===== config.mk =====
export PLATFORM = sky130hd
export DESIGN_NAME = load_store_unit
export DESIGN_NICKNAME = d
export VERILOG_FILES = /design/src/rtl/lsu_pkg.sv /design/src/rtl/lsu_lane_align.sv /design/src/rtl/load_store_unit.sv
export SDC_FILE = /design/constraint.sdc
export NUM_CORES = 1
export LEC_CHECK = 0
export ABC_AREA = 1
export CAP_MARGIN = 25
export CORE_ASPECT_RATIO = 1.25
export CORE_MARGIN = 3
export CORE_UTILIZATION = 45
export CTS_BUF_LIST = sky130_fd_sc_hd__clkbuf_2 sky130_fd_sc_hd__clkbuf_4 sky130_fd_sc_hd__clkbuf_8
export CTS_CLUSTER_SIZE = 14
export DETAILED_ROUTE_END_ITERATION = 16
export PLACE_DENSITY = 0.83
export SLEW_MARGIN = 20
export SYNTH_ARGS = -nofsm -noshare
export SYNTH_HDL_FRONTEND = slang
export SYNTH_SLANG_ARGS = --single-unit

===== constraint.sdc =====
create_clock -name clk -period 6.7 [get_ports clk]
set_clock_uncertainty 0.15 [all_clocks]
set_input_delay 1.675 -clock clk [delete_from_list [all_inputs] [get_ports clk]]
set_output_delay 1.675 -clock clk [all_outputs]
set_load 0.1 [all_outputs]

===== src/rtl/lsu_pkg.sv =====
// Shared definitions for the load/store unit: access size codes, FSM state
// encoding and the alignment/legality rule used at request acceptance.
package lsu_pkg;

   localparam logic [1:0] SZ_BYTE    = 2'b00;
   localparam logic [1:0] SZ_HALF    = 2'b01;
   localparam logic [1:0] SZ_WORD    = 2'b10;
   localparam logic [1:0] SZ_ILLEGAL = 2'b11;

   typedef enum logic [1:0] {
      ST_IDLE  = 2'b00,
      ST_RD    = 2'b01,
      ST_RWAIT = 2'b10,
      ST_WR    = 2'b11
   } lsu_state_e;

   // True when the access can not be performed: illegal size code, a half
   // on an odd address, or a word that is not 4-byte aligned.
   function automatic logic is_misaligned(input logic [1:0] size,
                                          input logic [1:0] offset);
      logic bad;
      case (size)
         SZ_BYTE: bad = 1'b0;
         SZ_HALF: bad = offset[0];
         SZ_WORD: bad = (offset != 2'b00);
         default: bad = 1'b1;
      endcase
      return bad;
   endfunction

endpackage


===== src/rtl/lsu_lane_align.sv =====
// Combinational lane handling for the load/store unit.
//  - Load side: pick the byte/half addressed by offset (little-endian) out
//    of a memory word and sign- or zero-extend it.
//  - Store side: merge right-aligned sub-word data into the addressed lane
//    of the old memory word, leaving every other bit untouched.
module lsu_lane_align
   import lsu_pkg::*;
(
   input  logic [31:0] ld_word,
   input  logic [1:0]  offset,
   input  logic [1:0]  size,
   input  logic        is_unsigned,
   input  logic [31:0] st_old_word,
   input  logic [31:0] st_new_data,
   output logic [31:0] ld_data,
   output logic [31:0] st_merged
);

   logic [7:0]  byte_lane;
   logic [15:0] half_lane;

   // Byte lane selected by the two low address bits.
   always_comb begin
      byte_lane = 8'h00;
      case (offset)
         2'b00:   byte_lane = ld_word[7:0];
         2'b01:   byte_lane = ld_word[15:8];
         2'b10:   byte_lane = ld_word[23:16];
         2'b11:   byte_lane = ld_word[31:24];
         default: byte_lane = 8'h00;
      endcase
   end

   // Half lane selected by address bit 1 (bit 0 is zero for legal halves).
   always_comb begin
      half_lane = 16'h0000;
      if (offset[1]) begin
         half_lane = ld_word[31:16];
      end else begin
         half_lane = ld_word[15:0];
      end
   end

   // Extend the selected lane to a full word according to size and signedness.
   always_comb begin
      ld_data = ld_word;
      case (size)
         SZ_BYTE: begin
            if (is_unsigned) begin
               ld_data = {24'h000000, byte_lane};
            end else begin
               ld_data = {{24{byte_lane[7]}}, byte_lane};
            end
         end
         SZ_HALF: begin
            if (is_unsigned) begin
               ld_data = {16'h0000, half_lane};
            end else begin
               ld_data = {{16{half_lane[15]}}, half_lane};
            end
         end
         default: ld_data = ld_word;
      endcase
   end

   // Read-modify-write merge: only the addressed lane takes new data.
   always_comb begin
      st_merged = st_old_word;
      case (size)
         SZ_BYTE: begin
            case (offset)
               2'b00:   st_merged[7:0]   = st_new_data[7:0];
               2'b01:   st_merged[15:8]  = st_new_data[7:0];
               2'b10:   st_merged[23:16] = st_new_data[7:0];
               2'b11:   st_merged[31:24] = st_new_data[7:0];
               default: st_merged        = st_old_word;
            endcase
         end
         SZ_HALF: begin
            if (offset[1]) begin
               st_merged[31:16] = st_new_data[15:0];
            end else begin
               st_merged[15:0]  = st_new_data[15:0];
            end
         end
         SZ_WORD: st_merged = st_new_data;
         default: st_merged = st_old_word;
      endcase
   end

endmodule


===== src/rtl/load_store_unit.sv =====
// Load/store unit between the MEM stage and a word-only synchronous memory.
// Loads:            IDLE -> RD -> RWAIT -> IDLE   (response 2 edges after accept)
// Word stores:      IDLE -> WR -> IDLE            (response 1 edge after accept)
// Sub-word stores:  IDLE -> RD -> RWAIT -> WR -> IDLE (response 3 edges after)
// Faulting requests never leave IDLE and answer on the accepting edge.
// All outputs are registered; memory enables are decoded from the next state
// so they are high exactly while the FSM sits in RD or WR.
module load_store_unit
   import lsu_pkg::*;
#(
   parameter int ADDR_W = 32
) (
   input  logic              clk,
   input  logic              rst,
   input  logic              req_valid,
   output logic              req_ready,
   input  logic              req_we,
   input  logic [1:0]        req_size,
   input  logic              req_unsigned,
   input  logic [ADDR_W-1:0] req_addr,
   input  logic [31:0]       req_wdata,
   output logic              rsp_valid,
   output logic [31:0]       rsp_rdata,
   output logic              rsp_fault,
   output logic [ADDR_W-1:0] mem_addr,
   output logic [31:0]       mem_wdata,
   output logic              mem_read_en,
   output logic              mem_write_en,
   input  logic [31:0]       mem_rdata
);

   lsu_state_e  state;
   lsu_state_e  state_next;

   // Request fields captured at acceptance and held for the whole access.
   logic        op_we;
   logic [1:0]  op_size;
   logic        op_unsigned;
   logic [1:0]  op_offset;
   logic [31:0] op_wdata;

   logic        capture;
   logic        rsp_valid_next;
   logic        rsp_fault_next;
   logic [31:0] rsp_rdata_next;
   logic [31:0] mem_wdata_next;

   logic [31:0] ld_data;
   logic [31:0] st_merged;

   lsu_lane_align u_align (
      .ld_word     (mem_rdata),
      .offset      (op_offset),
      .size        (op_size),
      .is_unsigned (op_unsigned),
      .st_old_word (mem_rdata),
      .st_new_data (op_wdata),
      .ld_data     (ld_data),
      .st_merged   (st_merged)
   );

   // FSM state register; reset abandons any access in flight.
   always_ff @(posedge clk or posedge rst) begin
      if (rst) begin
         state <= ST_IDLE;
      end else begin
         state <= state_next;
      end
   end

   // Next-state and next-output decode.
   always_comb begin
      state_next     = state;
      capture        = 1'b0;
      rsp_valid_next = 1'b0;
      rsp_fault_next = 1'b0;
      rsp_rdata_next = 32'h0000_0000;
      mem_wdata_next = mem_wdata;
      case (state)
         ST_IDLE: begin
            if (req_valid) begin
               if (is_misaligned(req_size, req_addr[1:0])) begin
                  // Fault answers immediately and touches no memory.
                  rsp_valid_next = 1'b1;
                  rsp_fault_next = 1'b1;
               end else begin
                  capture = 1'b1;
                  if (req_we && (req_size == SZ_WORD)) begin
                     state_next     = ST_WR;
                     mem_wdata_next = req_wdata;
                  end else begin
                     // Loads and sub-word stores both need the old word.
                     state_next = ST_RD;
                  end
               end
            end else begin
               state_next = ST_IDLE;
            end
         end
         ST_RD: begin
            state_next = ST_RWAIT;
         end
         ST_RWAIT: begin
            // mem_rdata is valid now: either merge for a store or answer a load.
            if (op_we) begin
               state_next     = ST_WR;
               mem_wdata_next = st_merged;
            end else begin
               state_next     = ST_IDLE;
               rsp_valid_next = 1'b1;
               rsp_rdata_next = ld_data;
            end
         end
         ST_WR: begin
            state_next     = ST_IDLE;
            rsp_valid_next = 1'b1;
         end
         default: begin
            state_next = ST_IDLE;
         end
      endcase
   end

   // Capture of the accepted request.
   always_ff @(posedge clk or posedge rst) begin
      if (rst) begin
         op_we       <= 1'b0;
         op_size     <= SZ_BYTE;
         op_unsigned <= 1'b0;
         op_offset   <= 2'b00;
         op_wdata    <= 32'h0000_0000;
      end else if (capture) begin
         op_we       <= req_we;
         op_size     <= req_size;
         op_unsigned <= req_unsigned;
         op_offset   <= req_addr[1:0];
         op_wdata    <= req_wdata;
      end
   end

   // Registered outputs: handshake, response and memory interface.
   always_ff @(posedge clk or posedge rst) begin
      if (rst) begin
         req_ready    <= 1'b1;
         rsp_valid    <= 1'b0;
         rsp_fault    <= 1'b0;
         rsp_rdata    <= 32'h0000_0000;
         mem_read_en  <= 1'b0;
         mem_write_en <= 1'b0;
         mem_addr     <= {ADDR_W{1'b0}};
         mem_wdata    <= 32'h0000_0000;
      end else begin
         req_ready    <= (state_next == ST_IDLE);
         mem_read_en  <= (state_next == ST_RD);
         mem_write_en <= (state_next == ST_WR);
         rsp_valid    <= rsp_valid_next;
         rsp_fault    <= rsp_fault_next;
         rsp_rdata    <= rsp_rdata_next;
         mem_wdata    <= mem_wdata_next;
         // Word address is held from RD through WR.
         if (capture) begin
            mem_addr <= {req_addr[ADDR_W-1:2], 2'b00};
         end
      end
   end

endmodule


==> flow_summary.yaml, run 1 <==
run_status:
  status: "finished clean"
hold_path:
  hold_path_class: "reg -> reg"
  hp-start: "mem_addr[4]$_DFFE_PP0P_"
flow_run:
  maxCapViolations: 0
final_layout:
  stdcell_area_um2: 9525
  drive_gt1_frac: 0.05356
  diodes: 0
  fin_util: 0.6266
  syn_to_final_growth_pct: 34.58
  nets: 1229
  fillCellCount: 1299
cts:
  cts.path.max_buffers: 2
  post_cts_resize_count: 0
  htreeDepth: 4
  clk_pin_slew_ps: 90
  cts_tree: "done"
  cts_made_buffers: 17
  post-cts-setup-buffer-count: 0
  clock_latency_ps: 460
  clock-root-buffer: "clkbuf_8"
  clock-sinks: 139
  cts-hold-fix-buffers: 0
yosys:
  avgSynthCellArea_um2: 7.443
  yosysSeqAreaShare: 0.4916
  yosysUniqueCellTypes: 31
  synth_adder_area_share: 0
  synth-simple-area-share: 0.3221
  syn_area_um2: 7078
  synthMuxAreaShare: 0
  synth_compound_area_frac: 0.1105
  ys.flop_type: "dfrtp_1"
  synth_top_family_by_area: "simple AND/OR/NAND/NOR gates"
  synth_edf_count: 0
  synth-xor-area-share: 0
  yosysWarnings: 0
  netlist_instances: 951
  ys_ff_latch: 139
  async_reset_ff_frac: 1.000
die:
  rows: 50
  pin_count: 204
  core_area_um2: 15200
  start_util: 0.4656
  die_y_um: 146.2
  die_area_um2: 17280
  chipWidth_um: 118.2
detailed_routing:
  drt-pass1-iter-count: 5
  drtAntennaViolNets: 0
  vias_per_cell: 5.174
  post-route-drc-count: 0
  wl_um: 21710
  route.vias.total: 6969
  wl_per_cell_um: 16.12
  drt_iter0_drc: 555
sta:
  post-route-period-util: 0.5907
  slew_viol_final: 0
  hold_viol: 0
  rsz0062_at_grt: "no"
  period_needed_ps: 3958
  relSlewSlack: 0.3217
  worst_pin_slew_ps: 1014
  setup_viol_count_final: 0
  fmax_mhz: 252.7
  fin_setup_tns_ps: 0
placement:
  port_buffers: 201
  dp_hpwl_um: 15910
  place_area_um2: 9124
  gp_congestion: 0.9870
setup_path:
  endpoint_kind: "output pin"
  critical_path.max_stage_delay_ps: 1150
  slowest_stage: "clkdlybuf4s50_1"
  cp_data_required_time_ps: 4880
  reg2reg_from: "state[0]$_DFF_PP0_"
  cp.depth: 1
  reg2reg_depth: 7
  r2r-end: "mem_wdata[10]$_DFFE_PP0P_"
  start_kind: "flip-flop"
  r2r_slack_ps: 3500
  crit_type: "reg -> out"
  path_max_fanout: 1
  crit_end: "req_ready"
  cp_cell_sequence: "clkdlybuf4s50_1"
  path_buf_inv: 1
  startpoint: "req_ready$_DFF_PP1_"
  path_delay_family: "buffers and inverters"
  arrival_ps: 2130
global_route:
  grt_overflow: 0
  grt_start_max_net_pins: 105
  grt_pass1_wl_um: 35140
  first_global_vias: 6772
  antenna_found_initial: 0
  grt_usage: 0.2534
==> cell usage after synthesis, types with 3 or more instances <==
cell type  number  area share
nand2_1       310        0.16
dfrtp_1       138        0.49
nor2_1        120       0.064
nand3_1        88       0.062
o21ai_0        85       0.060
inv_1          63       0.033
a21oi_1        46       0.033
buf_2          22       0.016
clkbuf_1       14      0.0074
buf_4          10       0.011
nand4_1         8      0.0071
nor3b_1         7      0.0074
o221ai_1        7      0.0087
inv_2           5      0.0027
nand2_2         4      0.0035
a21oi_2         3      0.0037
o21ai_1         3      0.0021
==> worst min-delay path by stage <==
stage	to	slack, ps	depth (start not counted)
finish	mem_addr[4]$_DFFE_PP0P_	340	2
global route	mem_addr[6]$_DFFE_PP0P_	360	2
CTS	mem_addr[4]$_DFFE_PP0P_	340	2
detailed placement	mem_addr[9]$_DFFE_PP0P_	320	2
global placement	mem_addr[23]$_DFFE_PP0P_	310	2
floorplan	op_wdata[24]$_DFFE_PP0P_	300	2
==> flip-flops by register name, indices dropped and copies added (netlist names) <==
register      cells
mem_wdata        32
op_wdata         32
rsp_rdata        32
mem_addr         30
op_offset         2
op_size           2
state             2
mem_read_en       1
mem_write_en      1
op_unsigned       1
op_we             1
req_ready         1
rsp_fault         1
rsp_valid         1
==> worst min-delay path, stage by stage, from the launching register on <==
cell and delay, ps:
dfrtp_1 350, nand2_1 50, nand2_1 50
==> metrics by stage <==
stage | hold WS (ps) | worst slack, ps | instances
after floorplan | 297.8 | 1152 | 952
after global placement | 310.8 | 2607 | 1315
after detailed placement | 318.7 | 2510 | 1315
after CTS | 342.7 | 2730 | 1347
after global routing | 359.4 | 2708 | 1347
final | 340.3 | 2742 | 1347
==> kinds of logic (layout without fill, tap and decap cells) <==
| kind of cell | count (synthesis) | in the layout |
|---|---|---|
| compound gates | 146 | 146 |
| buf+inv | 120 | 307 |
| flops | 139 | 139 |
| other cells | 1 | 2 |
| simple gates | 545 | 545 |
==> final cells by class <==
type                            count  area (um^2)  share of cell area
Timing Repair Buffer              205         2042              0.2144
Inverter                           70        270.3             0.02837
Multi-Input combinational cell    693         3072              0.3225
Clock inverter                     15        167.7             0.01760
Tap cell                          208        260.3             0.02732
Clock buffer                       17        234.0             0.02456
Sequential cell                   139         3480              0.3653
==> layer usage <==
layer,up-vias,share of wire,global-route usage
met5,-,0,0
met4,0,0.036,0.1062
met3,53,0.088,0.06819
met2,316,0.48,0.4175
met1,3210,0.39,0.3153
li1,3390,-,-
==> layout by cell type, fill, tap and decap left out, drive strengths merged <==
cell,netlist,final
a21oi,50,50
buf,36,4
bufinv,0,1
clkbuf,14,17
clkdlybuf4s50,0,201
clkinv,1,4
conb,1,2
dfrtp,138,138
dfstp,1,1
inv,69,80
nand2,315,315
nand3,91,91
nand4,8,8
nor2,124,124
nor3b,7,7
o21ai,88,88
o21bai,1,1
o221ai,7,7
Power of run 1 is not shown: default switching activity piles up to over one toggle a cycle in this logic, so the estimate is an artifact.
==> run 2, diff against run 1 <==
- PLACE_DENSITY: 0.83 -> 0.86
- clock period: 6.7 -> 3.21 ns (I/O delays scaled with it)
==> run 2 against run 1 <==
Final cell count up 0.97%. Clock-buffer cell count grew 3. Critical path depth rose by 3. Largest cell class unchanged. Utilization down 0.89 points. Flip-flop and latch count unchanged.
==> flow_summary.yaml, run 2 (synthesis results as in run 1) <==
run_status:
  status: "finished clean"
die:
  chipWidth_um: 118.2
  start_util: 0.4656
  pin_count: 204
  die_area_um2: 17280
  core_area_um2: 15200
  die_y_um: 146.2
  rows: 50
setup_path:
  reg2reg_from: "op_size[1]$_DFFE_PP0P_"
  r2r_slack_ps: 810
  start_kind: "flip-flop"
  crit_type: "reg -> reg"
  path_max_fanout: 18
  cp_data_required_time_ps: 3380
  arrival_ps: 2570
  endpoint_kind: "flip-flop"
  reg2reg_depth: 4
  r2r-end: "rsp_rdata[6]$_DFF_PP0_"
sta:
  slew_viol_final: 0
  fin_setup_tns_ps: 0
  fmax_mhz: 417.4
  period_needed_ps: 2396
  worst_pin_slew_ps: 761.8
  relSlewSlack: 0.4922
  rsz0062_at_grt: "no"
  post-route-period-util: 0.7463
  whs_ps: 335.1
  setup_viol_count_final: 0
  hold_viol: 0
global_route:
  first_global_vias: 6865
  top_usage_layer: "met2"
  grt_use_met3: 0.07439
  grt_start_max_net_pins: 74
  grt_overflow: 0
  grt_pass1_wl_um: 34920
  grt_use_met1: 0.2971
  grtUsageMet2: 0.4163
  antenna_found_initial: 0
  grt_usage: 0.2519
final_layout:
  diodes: 0
  nets: 1242
  fin_util: 0.6177
  syn_to_final_growth_pct: 32.67
  drive_gt1_frac: 0.1502
  fillCellCount: 1317
  reg_top3: "mem_wdata x32, op_wdata x32, rsp_rdata x32"
  final_common_cell: "nand2_1"
  final-seq-area_um2: 3480
  stdcell_count: 1360
  multiInputGateArea_um2: 3072
  layout_common_cells: "nand2_1 (309), dfrtp_1 (138), nor2_1 (120)"
detailed_routing:
  vias_per_cell: 5.224
  route.vias.total: 7104
  wl_um: 21780
  wl_per_cell_um: 16.02
  drt-pass1-iter-count: 6
  post-route-drc-count: 0
  drt_iter0_drc: 641
  drtAntennaViolNets: 0
cts:
  clk_pin_slew_ps: 80
  cts-hold-fix-buffers: 0
  cts_tree: "done"
  post_cts_resize_count: 0
  cts_made_buffers: 17
  cts.path.max_buffers: 2
  post-cts-setup-buffer-count: 0
  htreeDepth: 4
  clock-root-buffer: "clkbuf_8"
  clock_latency_ps: 440
  clock-sinks: 139
hold_path:
  hold_path_class: "reg -> reg"
  hp-start: "mem_addr[30]$_DFFE_PP0P_"
  min_path_cells: 2
  hold-path-endpoint: "mem_addr[30]$_DFFE_PP0P_"
placement:
  place_inst: 1328
  gp_congestion: 0.9975
  dp_hpwl_um: 16310
  port_buffers: 201
flow_run:
  maxCapViolations: 0
-- run 2: changes by cell type in the layout (fill, tap and decap cells not counted), sizes merged --
cell / before / now
clkinvlp: 0 / 2
buf: 4 / 116
clkdlybuf4s50: 201 / 102
inv: 80 / 69
clkbuf: 17 / 20
clkinv: 4 / 10
-- run 2: metrics by stage --
step / area (um^2) / setup slack, ps
after floorplan: 7086 / 523.2
after global routing: 9390 / 685.0
after global placement: 9022 / 678.2
after CTS: 9390 / 888.9
after detailed placement: 9022 / 539.5
final: 9390 / 814.3
-- run 2: cell type report --
cell class,count,share of cell area
tap,208,0.02771
clock buffer,20,0.02865
timing repair buffer,218,0.2068
sequential,139,0.3706
clock inverter,12,0.01053
inverter,70,0.02865
multi-input combinational,693,0.3271
-- run 2: metal layers --
metal | routed length [um] | vias to the layer above | share of wire
met5 | 0 | - | 0
met4 | 961 | 0 | 0.044
met3 | 1955 | 79 | 0.090
met2 | 10560 | 361 | 0.48
met1 | 8300 | 3256 | 0.38
li1 | - | 3408 | -
-- run 2: worst max path at each step --
stage          cells past startpoint                         to                      from
6_report                           4     rsp_rdata[6]$_DFF_PP0_    op_size[1]$_DFFE_PP0P_
5_1_grt                            7  mem_wdata[20]$_DFFE_PP0P_  op_offset[1]$_DFFE_PP0P_
4_1_cts                            4     rsp_rdata[6]$_DFF_PP0_    op_size[1]$_DFFE_PP0P_
3_5_place_dp                       8   op_wdata[17]$_DFFE_PP0P_               req_size[0]
3_3_place_gp                       7   op_wdata[27]$_DFFE_PP0P_               req_size[0]
2_1_floorplan                      1   mem_addr[10]$_DFFE_PP0P_                       rst
-- run 2: critical path, cell delays in order, from the launching register on --
cell	delay, ps
dfrtp_1	660
nor2_2	700
nand2_1	370
o221ai_1	320
nor2_1	60
Power of run 2 is left out for the same reason.
